### src/rtl/btn_event_decoder_pkg.sv
// Package: coffee_btn_pkg
// Types and default timing constants shared by the push-button consumers
// of the coffee maker (button event decoder, brew-control FSM, UI timers).
//  btn_fsm_e      : gesture decoder state, 3-bit encoding
//  DEF_*          : default timing for a 50 MHz clock with a 1 ms timebase
package coffee_btn_pkg;

  typedef enum logic [2:0] {
    IDLE      = 3'd0,
    PRESSED   = 3'd1,
    LONG_HELD = 3'd2,
    WAIT2     = 3'd3,
    PRESSED2  = 3'd4
  } btn_fsm_e;

  localparam int DEF_TICK_DIV  = 50000;
  localparam int DEF_LONG_MS   = 1000;
  localparam int DEF_DCLICK_MS = 250;
  localparam int DEF_REPEAT_MS = 200;
  localparam int DEF_CNT_W     = 16;

endpackage

### src/rtl/btn_event_decoder_if.sv
// Interface: btn_event_decoder_if
// Bundles one debounced button (level plus press/release pulses) with the
// user events decoded from it.
//  master : debouncer / test side, drives btn_state, btn_down, btn_up
//  slave  : decoder side, drives short_press, long_press, double_press,
//           repeat_press and busy
interface btn_event_decoder_if;

  logic btn_state;
  logic btn_down;
  logic btn_up;
  logic short_press;
  logic long_press;
  logic double_press;
  logic repeat_press;
  logic busy;

  modport master (
    output btn_state, btn_down, btn_up,
    input  short_press, long_press, double_press, repeat_press, busy
  );

  modport slave (
    input  btn_state, btn_down, btn_up,
    output short_press, long_press, double_press, repeat_press, busy
  );

endinterface

### src/rtl/btn_event_decoder_tick_gen.sv
// Module: btn_tick_gen
// Free-running prescaler producing the 1 ms timebase for the decoder.
//  clk     in  system clock
//  rst_n   in  asynchronous active-low reset, clears the prescaler to 0
//  ms_tick out high for one cycle each time the prescaler wraps
//              (prescaler == TICK_DIV-1)
import coffee_btn_pkg::*;

module btn_tick_gen #(
  parameter int TICK_DIV = DEF_TICK_DIV
) (
  input  logic clk,
  input  logic rst_n,
  output logic ms_tick
);

  localparam int            PRE_W    = (TICK_DIV > 1) ? $clog2(TICK_DIV) : 1;
  localparam logic [PRE_W-1:0] PRE_LAST = PRE_W'(TICK_DIV - 1);

  logic [PRE_W-1:0] prescale;

  // Counts 0..TICK_DIV-1 and wraps; never stops once out of reset.
  always_ff @(posedge clk or negedge rst_n) begin
    if (!rst_n) begin
      prescale <= '0;
    end else if (prescale == PRE_LAST) begin
      prescale <= '0;
    end else begin
      prescale <= prescale + 1'b1;
    end
  end

  assign ms_tick = (prescale == PRE_LAST);

endmodule

### src/rtl/btn_event_decoder.sv
// Module: btn_event_decoder
// Turns one debounced push button into coffee-maker user events: short
// press, long press, double press and (optionally) auto-repeat while held.
//  clk    in  system clock
//  rst_n  in  asynchronous active-low reset; an in-progress gesture is dropped
//  btn    slave modport of btn_event_decoder_if
//           btn_state/btn_down/btn_up in, event pulses and busy out
// Optional feature macro: BTN_AUTOREPEAT_EN
//  defined   : repeat_press pulses every REPEAT_MS while the button is long-held
//  undefined : repeat logic absent, repeat_press is tied to 0
// All event outputs are registered one-cycle pulses, at most one per cycle.
import coffee_btn_pkg::*;

module btn_event_decoder #(
  parameter int TICK_DIV  = DEF_TICK_DIV,
  parameter int LONG_MS   = DEF_LONG_MS,
  parameter int DCLICK_MS = DEF_DCLICK_MS,
  parameter int REPEAT_MS = DEF_REPEAT_MS,
  parameter int CNT_W     = DEF_CNT_W
) (
  input logic          clk,
  input logic          rst_n,
  btn_event_decoder_if.slave btn
);

  localparam logic [CNT_W-1:0] LONG_LAST   = CNT_W'(LONG_MS - 1);
  localparam logic [CNT_W-1:0] DCLICK_LAST = CNT_W'(DCLICK_MS - 1);
`ifdef BTN_AUTOREPEAT_EN
  localparam logic [CNT_W-1:0] REPEAT_LAST = CNT_W'(REPEAT_MS - 1);
`endif

  logic             ms_tick;
  btn_fsm_e         state;
  logic [CNT_W-1:0] ms_cnt;
  logic             short_q;
  logic             long_q;
  logic             double_q;
  logic             down_ev;
  logic             up_ev;

  btn_tick_gen #(
    .TICK_DIV (TICK_DIV)
  ) u_tick (
    .clk     (clk),
    .rst_n   (rst_n),
    .ms_tick (ms_tick)
  );

  // A press and a release flagged in the same cycle are contradictory, so
  // both are discarded before the FSM sees them.
  assign down_ev = btn.btn_down & ~btn.btn_up;
  assign up_ev   = btn.btn_up   & ~btn.btn_down;

`ifdef BTN_AUTOREPEAT_EN
  logic repeat_q;
`endif

  // Gesture FSM with its ms counter and registered event pulses.
  // The counter increments on each ms tick by default; every transition
  // overrides that with a clear, so ms_cnt always measures time in the
  // current state. Edges are tested before the deciding tick so that an
  // edge arriving on the same cycle as a timeout wins. A level that
  // contradicts the current state (released without btn_up) drops the
  // gesture silently.
  always_ff @(posedge clk or negedge rst_n) begin
    if (!rst_n) begin
      state    <= IDLE;
      ms_cnt   <= '0;
      short_q  <= 1'b0;
      long_q   <= 1'b0;
      double_q <= 1'b0;
`ifdef BTN_AUTOREPEAT_EN
      repeat_q <= 1'b0;
`endif
    end else begin
      short_q  <= 1'b0;
      long_q   <= 1'b0;
      double_q <= 1'b0;
`ifdef BTN_AUTOREPEAT_EN
      repeat_q <= 1'b0;
`endif
      if (ms_tick && (ms_cnt != '1)) begin
        ms_cnt <= ms_cnt + 1'b1;
      end

      case (state)
        IDLE: begin
          if (down_ev) begin
            state  <= PRESSED;
            ms_cnt <= '0;
          end
        end

        PRESSED: begin
          if (up_ev) begin
            state  <= WAIT2;
            ms_cnt <= '0;
          end else if (!btn.btn_state) begin
            state  <= IDLE;
            ms_cnt <= '0;
          end else if (ms_tick && (ms_cnt == LONG_LAST)) begin
            long_q <= 1'b1;
            state  <= LONG_HELD;
            ms_cnt <= '0;
          end
        end

        LONG_HELD: begin
          if (up_ev || !btn.btn_state) begin
            state  <= IDLE;
            ms_cnt <= '0;
          end
`ifdef BTN_AUTOREPEAT_EN
          else if (ms_tick && (ms_cnt == REPEAT_LAST)) begin
            repeat_q <= 1'b1;
            ms_cnt   <= '0;
          end
`endif
        end

        WAIT2: begin
          if (down_ev) begin
            state  <= PRESSED2;
            ms_cnt <= '0;
          end else if (ms_tick && (ms_cnt == DCLICK_LAST)) begin
            short_q <= 1'b1;
            state   <= IDLE;
            ms_cnt  <= '0;
          end
        end

        PRESSED2: begin
          if (up_ev) begin
            double_q <= 1'b1;
            state    <= IDLE;
            ms_cnt   <= '0;
          end else if (!btn.btn_state) begin
            state  <= IDLE;
            ms_cnt <= '0;
          end
        end

        default: begin
          state  <= IDLE;
          ms_cnt <= '0;
        end
      endcase
    end
  end

  assign btn.short_press  = short_q;
  assign btn.long_press   = long_q;
  assign btn.double_press = double_q;
  assign btn.busy         = (state != IDLE);
`ifdef BTN_AUTOREPEAT_EN
  assign btn.repeat_press = repeat_q;
`else
  assign btn.repeat_press = 1'b0;
`endif

endmodule

### src/flat_wrapper.sv
// flat-port wrapper written by rule: the top's interface ports become plain ports
module btn_event_decoder_flat 
#(
  parameter int TICK_DIV  = DEF_TICK_DIV,
  parameter int LONG_MS   = DEF_LONG_MS,
  parameter int DCLICK_MS = DEF_DCLICK_MS,
  parameter int REPEAT_MS = DEF_REPEAT_MS,
  parameter int CNT_W     = DEF_CNT_W
)
  (clk, rst_n, btn_btn_state, btn_btn_down, btn_btn_up, btn_short_press, btn_long_press, btn_double_press, btn_repeat_press, btn_busy);
  btn_event_decoder_if btn_i ();
  input logic clk;
  input logic rst_n;
  input wire logic [$bits(btn_i.btn_state)-1:0] btn_btn_state;
  input wire logic [$bits(btn_i.btn_down)-1:0] btn_btn_down;
  input wire logic [$bits(btn_i.btn_up)-1:0] btn_btn_up;
  output wire logic [$bits(btn_i.short_press)-1:0] btn_short_press;
  output wire logic [$bits(btn_i.long_press)-1:0] btn_long_press;
  output wire logic [$bits(btn_i.double_press)-1:0] btn_double_press;
  output wire logic [$bits(btn_i.repeat_press)-1:0] btn_repeat_press;
  output wire logic [$bits(btn_i.busy)-1:0] btn_busy;
  assign btn_i.btn_state = btn_btn_state;
  assign btn_i.btn_down = btn_btn_down;
  assign btn_i.btn_up = btn_btn_up;
  assign btn_short_press = btn_i.short_press;
  assign btn_long_press = btn_i.long_press;
  assign btn_double_press = btn_i.double_press;
  assign btn_repeat_press = btn_i.repeat_press;
  assign btn_busy = btn_i.busy;
  btn_event_decoder #(.TICK_DIV(TICK_DIV), .LONG_MS(LONG_MS), .DCLICK_MS(DCLICK_MS), .REPEAT_MS(REPEAT_MS), .CNT_W(CNT_W)) u_core (.clk(clk), .rst_n(rst_n), .btn(btn_i));
endmodule
### config.mk
export PLATFORM = sky130hd
export DESIGN_NAME = btn_event_decoder_flat
export DESIGN_NICKNAME = d
export VERILOG_FILES = /design/src/rtl/btn_event_decoder_pkg.sv /design/src/rtl/btn_event_decoder_if.sv /design/src/rtl/btn_event_decoder_tick_gen.sv /design/src/rtl/btn_event_decoder.sv /design/src/flat_wrapper.sv
export SDC_FILE = /design/constraint.sdc
export NUM_CORES = 1
export LEC_CHECK = 0
export ABC_AREA = 0
export CORE_MARGIN = 1.5
export CORE_UTILIZATION = 40
export CTS_CLUSTER_DIAMETER = 50
export CTS_CLUSTER_SIZE = 40
export DETAILED_ROUTE_END_ITERATION = 6
export DONT_BUFFER_PORTS = 1
export PLACE_DENSITY = 0.66
export SYNTH_ARGS = -nofsm -noshare
export SYNTH_HDL_FRONTEND = slang
export SYNTH_HIERARCHICAL = 1
export SYNTH_SLANG_ARGS = --single-unit
### constraint.sdc
create_clock -name clk -period 5.2 [get_ports clk]
set_input_delay 0.52 -clock clk [delete_from_list [all_inputs] [get_ports clk]]
set_output_delay 0.52 -clock clk [all_outputs]
set_load 0.01 [all_outputs]
==> flow_summary.ini, run 1 <==
[run_status]
outcome = complete, no violations

[placement]
gp_congestion = 0.800
dp_hpwl_um = 2400
placedCellCount = 259
io_buffers = 0
pre_cts_ws_ps = 1920

[floorplanning]
ios = 10
dieWidth_um = 74.0
initial_core_util_pct = 42.1
core_mm2 = 0.00479
die_y_um = 74.0
die_area_mm2 = 0.00547
rows = 25

[timing]
worst_slack_ps = 1920
finClkSkew_ps = 4.71
slew_headroom_pct = 42.2
setup_viol = 0
worstMarginPinSlew_ps = 860
fin_crit_ps = 3280
hold_violations = 0
fin_crit_sh_pct = 63.1
timing.setup.tns_ps = 0
rsz0062_at_grt = no
drv_slew = 0
max_freq_mhz = 305

[clock_tree]
cts_made_buffers = 5
clk_latency_ps = 290
cts.repair.resized = 0
h-tree-depth = 2
cts.path.max_buffers = 2
tritoncts = yes
post_cts_buffers = 0
path_clk_slew_ps = 70
cts_root_buf = clkbuf_8
clock-sinks = 38

[routing]
wl_per_cell_um = 13.2
postRouteAntennaNets = 0
drtPass1Iterations = 4
m1WireLength_um = 1730
drc = 0
dr_wl_met3_um = 97
dr_wl_met2_um = 1610
drt_iter0_markers = 28
routed_wl_um = 3520
dr_total_vias = 1428
viasPerCell = 5.35
highest_layer = met4

[pwr]
p_leak_nw = 0.908
ir_worst_vdd_uv = 268
fin_total_pwr_mw = 0.671
power.density_mw_per_mm2 = 309

[setup_path]
path_cells = ha_1, and3_1, and4_1, nor4b_1, nand2_1, o31ai_1, o311a_1, mux2_1
crit_type = register to register
path_buf_inv = 0
cp_top_family = simple AND/OR/NAND/NOR gates
crit_arrival_ps = 3460
slowest_delay_ps = 680
r2r-start = u_core/u_tick/prescale[0]
cp.required_ps = 5380
worst_path_max_delay_cell = o311a_1
crit_path_start = u_core/u_tick/prescale[0]
worstSetupEndpointType = register
cp_max_fo = 18
cp-start-kind = register

[synthesis]
synth_common_cells = 38 x dfrtp_1, 25 x nor2_1, 17 x xnor2_1, 15 x nand2_1
synth_mux_area_share_pct = 1.55
ys_async_sr_fraction_pct = 100
synth_top_area_share_pct = 47.2
synth_compound_area_share_pct = 7.83
yosysTopAreaCell = dfrtp_1
synthTopCellsByArea = dfrtp_1 47%, xnor2_1 7.4%, nor2_1 4.7%
synth_top_family_by_area = simple AND/OR/NAND/NOR gates
synth-simple-area-share_pct = 25.7
syn_inst = 201
synth.distinct_cells = 45
syn_avg_cell_area_um2 = 10.0
synthAdderAreaFrac_pct = 1.86
synth-seq-cells = 38
yosysSeqAreaShare_pct = 47.2
synth_xor_xnor_area_share_pct = 11.3
ys_warn_count = 6
syn-num-nets = 209
synth_edf_count = 0
synthFlopType = dfrtp_1
yosysMostFrequentCell = dfrtp_1
synth_area_mm2 = 0.00201

[cells_and_area]
drive_gt1_share_pct = 7.00
areaGrowthSynthToFinish_pct = 7.64
layout.cells.non_filler = 267
final_core_util_pct = 45.3
final_nets = 208
diodes = 0

[run]
drv_cap = 0

[global_routing]
grt_max_degree = 39
grt_pass1_wl_um = 6050
grt.overflow.total = 0
grt_pass1_vias = 1384
antenna_found_initial = 0
track_usage_pct = 14.7

[min_path]
hold_path_class = input pin to asynchronous set/reset pin
[through the flow]
stage          hold WS, ps  instance area (um2)
6_report              57.6                 2170
5_1_grt               65.7                 2170
4_1_cts               56.9                 2170
3_5_place_dp           225                 2040
3_3_place_gp           225                 2040
2_1_floorplan          224                 2010
[cell type report]
cell class	count	area [um2]
flip-flops and latches	38	951
clock inverters	1	30.0
multi-input cells	148	975
inverters	5	18.8
fillers	460	2620
clock buffers	6	82.6
repair buffers	2	27.5
well taps	67	83.8
[per-layer routing]
| metal | global-route usage (%) | vias to the layer above |
|---|---|---|
| li1 | - | 709 |
| met1 | 18.7 | 697 |
| met2 | 23.0 | 15 |
| met3 | 3.79 | 7 |
| met4 | 7.41 | 0 |
| met5 | 0 | - |
[power breakdown]
part | switching (mW) | total [mW] | internal (mW) | leakage [nW]
clock | 0.0964 | 0.250 | 0.153 | 0.0573
combinational | 0.0644 | 0.101 | 0.0368 | 0.337
sequential | 0.0163 | 0.320 | 0.304 | 0.513
[repair_timing]
item | in CTS | in global routing
setup endpoints to repair | 0 | 0
endpoints found under the hold margin | 38 | 0
hold buffers | 1 | 0
[worst paths after layout]
check / to / slack [ps] / depth (start not counted)
max: u_core/state[0] / 1920 / 8
min: u_core/u_tick/prescale[8] / 60 / 1
max reg2reg: u_core/state[0] / 1920 / 8
min reg2reg: u_core/u_tick/prescale[0] / 480 / 1
max in group asynchronous: u_core/ms_cnt[11] / 4950 / 1
min in group clk: u_core/state[2] / 350 / 1
[flip-flops by register name, indices dropped and copies added (netlist names)]
name,cells
u_core/u_tick/prescale,16
u_core/btn.long_press,1
u_core/state,3
u_core/btn.short_press,1
u_core/btn.double_press,1
u_core/ms_cnt,16
[worst register-to-register path, delay by kind of cell (launching register included)]
kind / cells / cell delay [ps]
compound gates: 2 / 910
fa+ha+maj: 1 / 190
flops: 1 / 390
mux: 1 / 380
simple gates: 4 / 1300
[logic make-up after synthesis]
family / count (synthesis)
AO/OA/AOI/OAI: 22
XOR/XNOR: 26
adder cells (fa/ha/maj): 3
buffers and inverters: 15
flip-flops: 38
multiplexers: 3
other: 1
AND/OR/NAND/NOR: 93
[cells in the final DEF (no fill, tap or decap), types with 2 or more instances in the layout]
cell type / synthesis / layout
nor2_1: 25 / 25
mux2i_1: 2 / 2
or3_1: 2 / 2
ha_1: 3 / 3
and2_1: 2 / 2
xnor2_1: 17 / 17
nand2_1: 15 / 15
a211oi_1: 4 / 4
nor4_1: 4 / 4
nand3_1: 6 / 6
nor2b_1: 2 / 2
nor3_1: 5 / 5
nand4_1: 9 / 9
clkbuf_8: 0 / 6
nor4b_1: 3 / 3
inv_1: 5 / 5
a21oi_1: 6 / 6
and3_1: 3 / 3
nand2b_1: 3 / 3
dfrtp_1: 38 / 38
a2111oi_0: 3 / 3
o31ai_1: 2 / 2
and4_1: 5 / 5
xor2_1: 9 / 9
No activity file was read; power rests on OpenSTA's default activity.
==> inputs of run 2 (changes only) <==
- PLACE_DENSITY: 0.66 -> 0.68
- clock period: 5.2 -> 2.68 ns (I/O delays scaled with it)
==> flow_summary.ini, run 2 (synthesized netlist as in run 1, its figures left out) <==
[run_status]
outcome = complete, no violations

[clock_tree]
clock-sinks = 38
cts_root_buf = clkbuf_8
h-tree-depth = 2
cts_made_buffers = 5
clk_latency_ps = 280
path_clk_slew_ps = 70
tritoncts = yes
cts.path.max_buffers = 2
cts.repair.resized = 0

[setup_path]
crit_type = register to register
worst_path_max_delay_cell = dfrtp_1
cp_max_fo = 6
path_cells = nor4b_1, and4_1, nor4b_1, nand2_1, o31ai_1, o311a_1, mux2_1
cp-start-kind = register
crit_top_cell = nor4b_1
worstSetupEndpointType = register
cp.required_ps = 2850
crit_arrival_ps = 2590
slowest_delay_ps = 440

[floorplanning]
die_y_um = 74.0
die_area_mm2 = 0.00547
dieWidth_um = 74.0
ios = 10
rows = 25
initial_core_util_pct = 42.1
core_mm2 = 0.00479

[cells_and_area]
final_cell_mix = 38 x dfrtp_1, 25 x nor2_1, 17 x xnor2_1
diodes = 0
final_core_util_pct = 46.0
final_nets = 213
drive_gt1_share_pct = 8.25
areaGrowthSynthToFinish_pct = 9.32
mostFrequentLayoutCell = dfrtp_1
top_regs = u_core/ms_cnt x16, u_core/u_tick/prescale x16, u_core/state x3

[pwr]
p_leak_nw = 0.927
power_frac_seq_pct = 47.1
comb_power_share_pct = 17.2
ir_worst_vdd_uv = 403
internal_power_mw = 0.968
p_sw_mw = 0.350
power.density_mw_per_mm2 = 599
p_sw_share_pct = 26.6
power_frac_clock_pct = 35.7
fin_total_pwr_mw = 1.32

[routing]
drt_iter0_markers = 80
wl_per_cell_um = 13.0
postRouteAntennaNets = 0
viasPerCell = 5.26
dr_total_vias = 1436
routed_wl_um = 3560
drtPass1Iterations = 4
drc = 0

[run]
drv_cap = 0

[global_routing]
track_usage_pct = 15.5
grt_pass1_wl_um = 6520
grt_max_degree = 39
grt.overflow.total = 0
antenna_found_initial = 0
grt_pass1_vias = 1377

[timing]
rsz0062_at_grt = no
hold_violations = 0
max_freq_mhz = 413
slew_headroom_pct = 64.8
finClkSkew_ps = 2.08
setup_viol = 0
fin_crit_ps = 2420
timing.setup.tns_ps = 0
drv_slew = 0
worstMarginPinSlew_ps = 514
fin_crit_sh_pct = 90.4

[min_path]
hold_path_class = input pin to register

[placement]
io_buffers = 0
dp_hpwl_um = 2460
gp_congestion = 0.807
## run 2: changes by cell type in the layout (fill, tap and decap cells not counted), sizes merged
cell,change
buf,+4
clkbuf,+1
dlygate4sd3,+1
## run 2: through the flow
| step | setup WS [ps] | area, um2 | hold slack (ps) | std cells |
|---|---|---|---|---|
| after floorplan | 252 | 2010 | -27.6 | 201 |
| after global placement | 247 | 2070 | -26.5 | 263 |
| after detailed placement | 255 | 2070 | -26.5 | 263 |
| after CTS | 236 | 2200 | 80.9 | 273 |
| after global routing | 17.3 | 2200 | 86.2 | 273 |
| final | 257 | 2200 | 94.0 | 273 |
## run 2: power groups by stage
stage	clock (mW)	sequential (mW)	combinational, mW
3_5_place_dp	0	0.632	0.214
6_report	0.471	0.621	0.226
2_1_floorplan	0	0.605	0.228
4_1_cts	0.490	0.621	0.231
3_3_place_gp	0	0.632	0.213
5_1_grt	0.510	0.626	0.257
## run 2: metal layers
| metal | share of wire [%] | track usage, % |
|---|---|---|
| met5 | 0 | 0 |
| met4 | 0.87 | 3.70 |
| met3 | 4.3 | 4.34 |
| met2 | 46 | 22.6 |
| met1 | 49 | 22.9 |
## run 2: final cells by class
type | instances | area, um2
clock buffers | 7 | 76.3
clock inverters | 1 | 30.0
fillers | 441 | 2580
inverters | 5 | 18.8
multi-input cells | 148 | 975
flip-flops and latches | 38 | 951
well taps | 67 | 83.8
repair buffers | 7 | 67.6
## run 2: worst paths after layout
check                                           start                          to  slack, ps  depth (start not counted)
max                         u_core/u_tick/prescale[4]             u_core/state[0]        260                          7
min                                        btn_btn_up             u_core/state[2]         90                          1
max reg2reg                 u_core/u_tick/prescale[4]             u_core/state[0]        260                          7
min reg2reg                u_core/u_tick/prescale[13]  u_core/u_tick/prescale[13]        480                          1
max in group asynchronous                       rst_n            u_core/ms_cnt[4]       2030                          2
min in group asynchronous                       rst_n            u_core/ms_cnt[6]        460                          2
## run 2: worst max-delay path: cells and delay by family, from the launching register on
kind | cells | cell delay, ps
flip-flops | 1 | 440
AND/OR/NAND/NOR | 4 | 1000
AO/OA/AOI/OAI | 2 | 530
multiplexers | 1 | 340
## run 2: repair_timing
| item | in CTS | in global routing |
|---|---|---|
| hold buffers | 2 | 0 |
| endpoints found under the hold margin | 38 | 0 |
| buffers inserted | 0 | 0 |
==> inputs of run 3 (changes only) <==
- CAP_MARGIN: unset -> 5
==> results of run 3 <==
No change in the layout: final DEF, timing and power equal those of run 2.
